`src/rtl/data_bus_arbiter.sv`:
```
// Round-robin master arbiter with base/mask slave decode, ack timeout and error termination.
// States: IDLE arbitrate + decode | BUSY slave selected, waiting for ack | RESP one-cycle ack to master
module data_bus_arbiter #(
  parameter int NMST = 2,
  parameter int NSLV = 3,
  parameter int ADDR_W = 32,
  parameter int DATA_W = 32,
  parameter int MASK_W = 22,
  parameter logic [NSLV-1:0][MASK_W-1:0] BADR = {22'h0F0000, 22'h001000, 22'h000000},
  parameter logic [NSLV-1:0][MASK_W-1:0] MADR = {22'h3F0000, 22'h3FF000, 22'h3FF000},
  parameter logic [NSLV-1:0] SLV_MASK = '1,
  parameter logic [NMST-1:0] MST_MASK = '1,
  parameter int TIMEOUT = 255
) (
  input  logic                       clk,
  input  logic                       rst_n,
  input  logic [NMST-1:0]            m_req,
  input  logic [NMST*ADDR_W-1:0]     m_addr,
  input  logic [NMST-1:0]            m_we,
  input  logic [NMST*(DATA_W/8)-1:0] m_be,
  input  logic [NMST*DATA_W-1:0]     m_wdata,
  output logic [NMST-1:0]            m_grant,
  output logic [NMST-1:0]            m_ack,
  output logic                       m_err,
  output logic [DATA_W-1:0]          m_rdata,
  output logic [NSLV-1:0]            s_sel,
  output logic [ADDR_W-1:0]          s_addr,
  output logic                       s_we,
  output logic [DATA_W/8-1:0]        s_be,
  output logic [DATA_W-1:0]          s_wdata,
  input  logic [NSLV-1:0]            s_ack,
  input  logic [NSLV*DATA_W-1:0]     s_rdata
);

  localparam int BE_W  = DATA_W / 8;
  localparam int IDX_W = (NMST > 1) ? $clog2(NMST) : 1;
  localparam int CNT_W = (TIMEOUT > 0) ? $clog2(TIMEOUT + 1) : 1;

  typedef enum logic [1:0] {IDLE, BUSY, RESP} state_t;

  state_t            state, state_nx;
  logic [IDX_W-1:0]  last_q;
  logic [NSLV-1:0]   sel_q;
  logic              err_q;
  logic [CNT_W-1:0]  wait_cnt;

  logic [NMST-1:0]   elig;
  logic              win_found;
  logic [IDX_W-1:0]  win_idx;
  logic [IDX_W-1:0]  cand;
  logic [MASK_W-1:0] win_low;
  logic [NSLV-1:0]   dec;
  logic [DATA_W-1:0] sel_rdata;
  logic              ack_hit;
  logic              tmo_hit;

  // Round-robin: scan upward from the index after the last grant, wrapping.
  always_comb begin
    elig      = m_req & MST_MASK;
    win_found = 1'b0;
    win_idx   = '0;
    cand      = '0;
    for (int i = 1; i <= NMST; i++) begin
      cand = IDX_W'((int'(last_q) + i) % NMST);
      if (!win_found && elig[cand]) begin
        win_found = 1'b1;
        win_idx   = cand;
      end
    end
  end

  // Descending scan so the lowest matching slave index wins.
  always_comb begin
    win_low = '0;
    for (int m = 0; m < NMST; m++) begin
      if (win_idx == IDX_W'(m)) win_low = m_addr[m*ADDR_W +: MASK_W];
    end
    dec = '0;
    for (int s = NSLV - 1; s >= 0; s--) begin
      if (SLV_MASK[s] && ((win_low & MADR[s]) == BADR[s])) begin
        dec    = '0;
        dec[s] = 1'b1;
      end
    end
  end

  always_comb begin
    s_addr  = '0;
    s_we    = 1'b0;
    s_be    = '0;
    s_wdata = '0;
    if (state == BUSY) begin
      for (int m = 0; m < NMST; m++) begin
        if (m_grant[m]) begin
          s_addr  = m_addr[m*ADDR_W +: ADDR_W];
          s_we    = m_we[m];
          s_be    = m_be[m*BE_W +: BE_W];
          s_wdata = m_wdata[m*DATA_W +: DATA_W];
        end
      end
    end
  end

  always_comb begin
    sel_rdata = '0;
    for (int s = 0; s < NSLV; s++) begin
      if (sel_q[s]) sel_rdata = s_rdata[s*DATA_W +: DATA_W];
    end
  end

  assign ack_hit = |(s_ack & sel_q);
  assign tmo_hit = (TIMEOUT != 0) && (wait_cnt == CNT_W'(TIMEOUT));
  assign s_sel   = (state == BUSY) ? sel_q : '0;
  assign m_ack   = (state == RESP) ? m_grant : '0;
  assign m_err   = (state == RESP) && err_q;

  always_comb begin
    state_nx = state;
    case (state)
      IDLE: if (win_found) state_nx = (|dec) ? BUSY : RESP;
      BUSY: if (ack_hit || tmo_hit) state_nx = RESP;
      RESP: state_nx = IDLE;
      default: state_nx = IDLE;
    endcase
  end

  always_ff @(posedge clk) begin
    if (!rst_n) begin
      state    <= IDLE;
      last_q   <= IDX_W'(NMST - 1);
      m_grant  <= '0;
      sel_q    <= '0;
      err_q    <= 1'b0;
      m_rdata  <= '0;
      wait_cnt <= '0;
    end else begin
      state <= state_nx;
      case (state)
        IDLE: begin
          wait_cnt <= '0;
          if (win_found) begin
            m_grant <= NMST'(1) << win_idx;
            last_q  <= win_idx;
            sel_q   <= dec;
            err_q   <= ~|dec;
            if (~|dec) m_rdata <= '0;
          end
        end
        BUSY: begin
          // An ack arriving on the expiry cycle still counts as success.
          if (ack_hit) begin
            m_rdata <= sel_rdata;
            err_q   <= 1'b0;
          end else if (tmo_hit) begin
            m_rdata <= '0;
            err_q   <= 1'b1;
          end else begin
            wait_cnt <= wait_cnt + 1'b1;
          end
        end
        default: begin
          m_grant  <= '0;
          sel_q    <= '0;
          err_q    <= 1'b0;
          wait_cnt <= '0;
        end
      endcase
    end
  end

endmodule

```
`config.mk`:
```
export PLATFORM = sky130hd
export DESIGN_NAME = data_bus_arbiter
export DESIGN_NICKNAME = d
export VERILOG_FILES = /design/src/rtl/data_bus_arbiter.sv
export SDC_FILE = /design/constraint.sdc
export NUM_CORES = 1
export LEC_CHECK = 0
export ABC_AREA = 1
export BUFFER_PORTS_ARGS = -buffer_cell sky130_fd_sc_hd__buf_4
export CORE_AREA = 2 2 137 139
export DETAILED_ROUTE_END_ITERATION = 7
export DIE_AREA = 0 0 139 141
export PLACE_DENSITY_LB_ADDON = 0.12
export SKIP_CTS_REPAIR_TIMING = 1
export SYNTH_ARGS = -nofsm -noshare
export SYNTH_HDL_FRONTEND = slang
export SYNTH_SLANG_ARGS = --single-unit
```
`constraint.sdc`:
```
create_clock -name clk -period 2.6 [get_ports clk]
set_input_delay 0.52 -clock clk [delete_from_list [all_inputs] [get_ports clk]]
set_output_delay 0.52 -clock clk [all_outputs]
set_load 0.02 [all_outputs]
```
==> impl_metrics.yaml <==
die:
  die_height_microns: 141
  die-area_sq_mm: 0.0196
  io_pins: 350
  die_w_microns: 139
  core_region_area_sq_mm: 0.0183
  initial_core_util_pct: 22.6
  rows: 50
status:
  status: "completed"
grt:
  grt.total_usage_pct: 19.5
  grt_max_degree: 50
  grt_overflow_total: 0
  grt_antenna_before_repair: 0
  grt_pass1_wl_mm: 30.6
  grt_pass1_vias: 5658
place:
  hpwl_mm: 16.2
  dp_cells: 1295
  io_buffers: 349
  gp_congestion: 0.792
timing:
  setup-violations-final: 0
  maxSlewHeadroom_pct: 36.4
  final_max_slew_viol_count: 0
  rsz0062_at_grt: "yes"
  worstMarginPinSlew_ns: 0.953
  hold_violations: 0
  fmax_mhz: 398
  fin_tns_setup_ns: 0
  finalCriticalPeriod_ns: 2.51
  skew_ns: 0.00894
  period_share_pct: 96.5
worst_setup_path:
  cp_top_family: "buffers and inverters"
  start_kind: "flip-flop"
  crit_chain: "nor2_1 -> inv_2 -> buf_4 -> a21oi_1 -> buf_4"
  max_stage_delay_ns: 0.52
  cp_data_arrival_time_ns: 1.99
  crit_top_cell: "buf_4"
  cp-end-kind: "output pin"
  reg2regPathDepth: 10
  rr_startpoint: "wait_cnt[0]"
  critical_path_depth: 5
  crit_end: "s_addr[20]"
  worst_r2r_endpoint: "m_rdata[13]"
  r2r_slack_ns: 0.32
  critPathKind: "reg2out"
  critPathSlowestCell: "dfxtp_1"
  required_ns: 2.08
  cp_max_fo: 32
  cp_num_buf_inv: 3
  cp-startpoint: "state[1]"
synth:
  ys_types: 30
  synth_nets: 992
  syn_area_sq_mm: 0.00412
  synth_warnings: 0
  synth_top_cell_by_area: "nand2_1"
  synth_area_leaders: "nand2_1 27%, dfxtp_1 24%, a21oi_1 13%, nor2_1 5.4%, nand3_1 5.1%"
  syn_avg_cell_area_sq_um: 5.50
  synth.top_cell.area_share_pct: 27.5
  synth.ff_latch_count: 49
  syn_inst: 750
  ys_seq_area_share_pct: 23.8
cells_and_area:
  drive_gt1_share_pct: 37.3
  instances_no_fill: 1304
  regArea_sq_um: 982
  fin_util_pct: 39.2
  fillCellCount: 2048
  diodes: 0
  syn_to_final_growth_pct: 73.5
  multi_input_area_sq_mm: 0.00270
  nets: 1311
clock_network:
  cts-root-buf: "clkbuf_16"
  clk_pin_slew_ns: 0.07
  h-tree-depth: 2
  cts_buffer_depth: 2
  clock_sinks: 49
  numCtsBuffers: 5
  clkLatencyLatePin_ns: 0.30
  cts_tree: "built"
run:
  drv_cap: 0
pwr:
  max-vdd-ir-drop_mv: 0.218
  leakagePower_uw: 0.00341
  powerDensity_mw_per_mm2: 343
  power_uw: 2450
routing:
  drc: 0
  ant_nets: 0
  wl_per_cell_microns: 15.6
  vias: 5867
  drt-initial-drc-count: 182
  vias_per_cell: 4.50
  drtPass1Iterations: 4
  routed_wl_mm: 20.3
worst_hold_path:
  hold_path.class: "reg2reg"
cells in the mapped netlist, drive strengths merged:
master / n
a21oi: 112
a221oi: 3
a22oi: 15
buf: 18
clkbuf: 38
clkinv: 2
dfxtp: 49
ha: 1
inv: 47
nand2: 309
nand3: 44
nand3b: 6
nand4: 1
nor2: 62
nor3: 6
o211ai: 14
o21ai: 21
o21bai: 1
or2: 1
cells in the final DEF (no fill, tap or decap), types with 3 or more instances in the layout:
cell type  instances
o21ai_0           20
buf_12             5
inv_2              7
a21oi_1          111
a22oi_1           15
nor2_2             4
nand3_1           42
a221oi_1           3
dfxtp_1           48
nor2_1            57
nor3_1             6
o211ai_1          14
clkbuf_16          5
inv_1             40
buf_4            362
nand2_1          302
nand3b_1           6
nand2_2            5
tightest hold or removal path, cell delays in order (launching register included):
cell,delay [ns]
dfxtp_1,0.32
inv_1,0.05
a21oi_1,0.05
cells by family (layout without fill, tap and decap cells):
kind of cell / Yosys count / in the layout / synth area share (%)
AO/OA/AOI/OAI: 166 / 166 / 22.3
flip-flops: 49 / 49 / 23.8
AND/OR/NAND/NOR: 429 / 430 / 42.5
adder cells (fa/ha/maj): 1 / 1 / 0.303
buffers and inverters: 105 / 424 / 11.1
sequential cells by signal, summed over array words and instances (netlist names):
| register | count |
|---|---|
| err_q | 1 |
| last_q | 1 |
| m_grant | 2 |
| m_rdata | 32 |
| sel_q | 3 |
| state | 2 |
| wait_cnt | 8 |
metrics by stage:
stage	worst slack [ns]	hold slack (ns)	cell area, sq um
after floorplan	0.367	0.423	4120
after global placement	0.0917	0.438	6970
after detailed placement	0.0704	0.453	6970
after CTS	0.0752	0.465	7150
after global routing	-0.0404	0.493	7150
final	0.0898	0.465	7150
layer usage:
layer / GRT usage (%) / wire length (microns) / vias to the layer above
met4: 6.11 / 535 / 0
met3: 4.14 / 1370 / 21
li1: - / - / 3052
met2: 36.3 / 10300 / 230
met1: 22.1 / 8120 / 2564
met5: 0 / 0 / -
report_power, final:
group	total (uW)	leakage (uW)	internal, uW	switching, uW
clock network	773	0.0000831	480	293
registers	839	0.000402	805	33.4
logic	838	0.00293	422	416
layout make-up:
cell class              instances  share of cell area [%]
well taps                     234                    4.09
repair buffers                367                    39.4
clock inverters                 2                   0.525
multi-input cells             597                    37.7
clock buffers                   6                    1.94
flip-flops and latches         49                    13.7
inverters                      49                    2.57
worst min path at each step:
stage	from	end	slack, ns	depth (start not counted)
floorplan	wait_cnt[7]	wait_cnt[7]	0.42	2
global placement	wait_cnt[7]	wait_cnt[7]	0.44	2
detailed placement	wait_cnt[7]	wait_cnt[7]	0.45	2
CTS	wait_cnt[7]	wait_cnt[7]	0.47	2
global route	wait_cnt[7]	wait_cnt[7]	0.49	2
finish	wait_cnt[7]	wait_cnt[7]	0.46	2
Power figures use the tool's default switching activity.
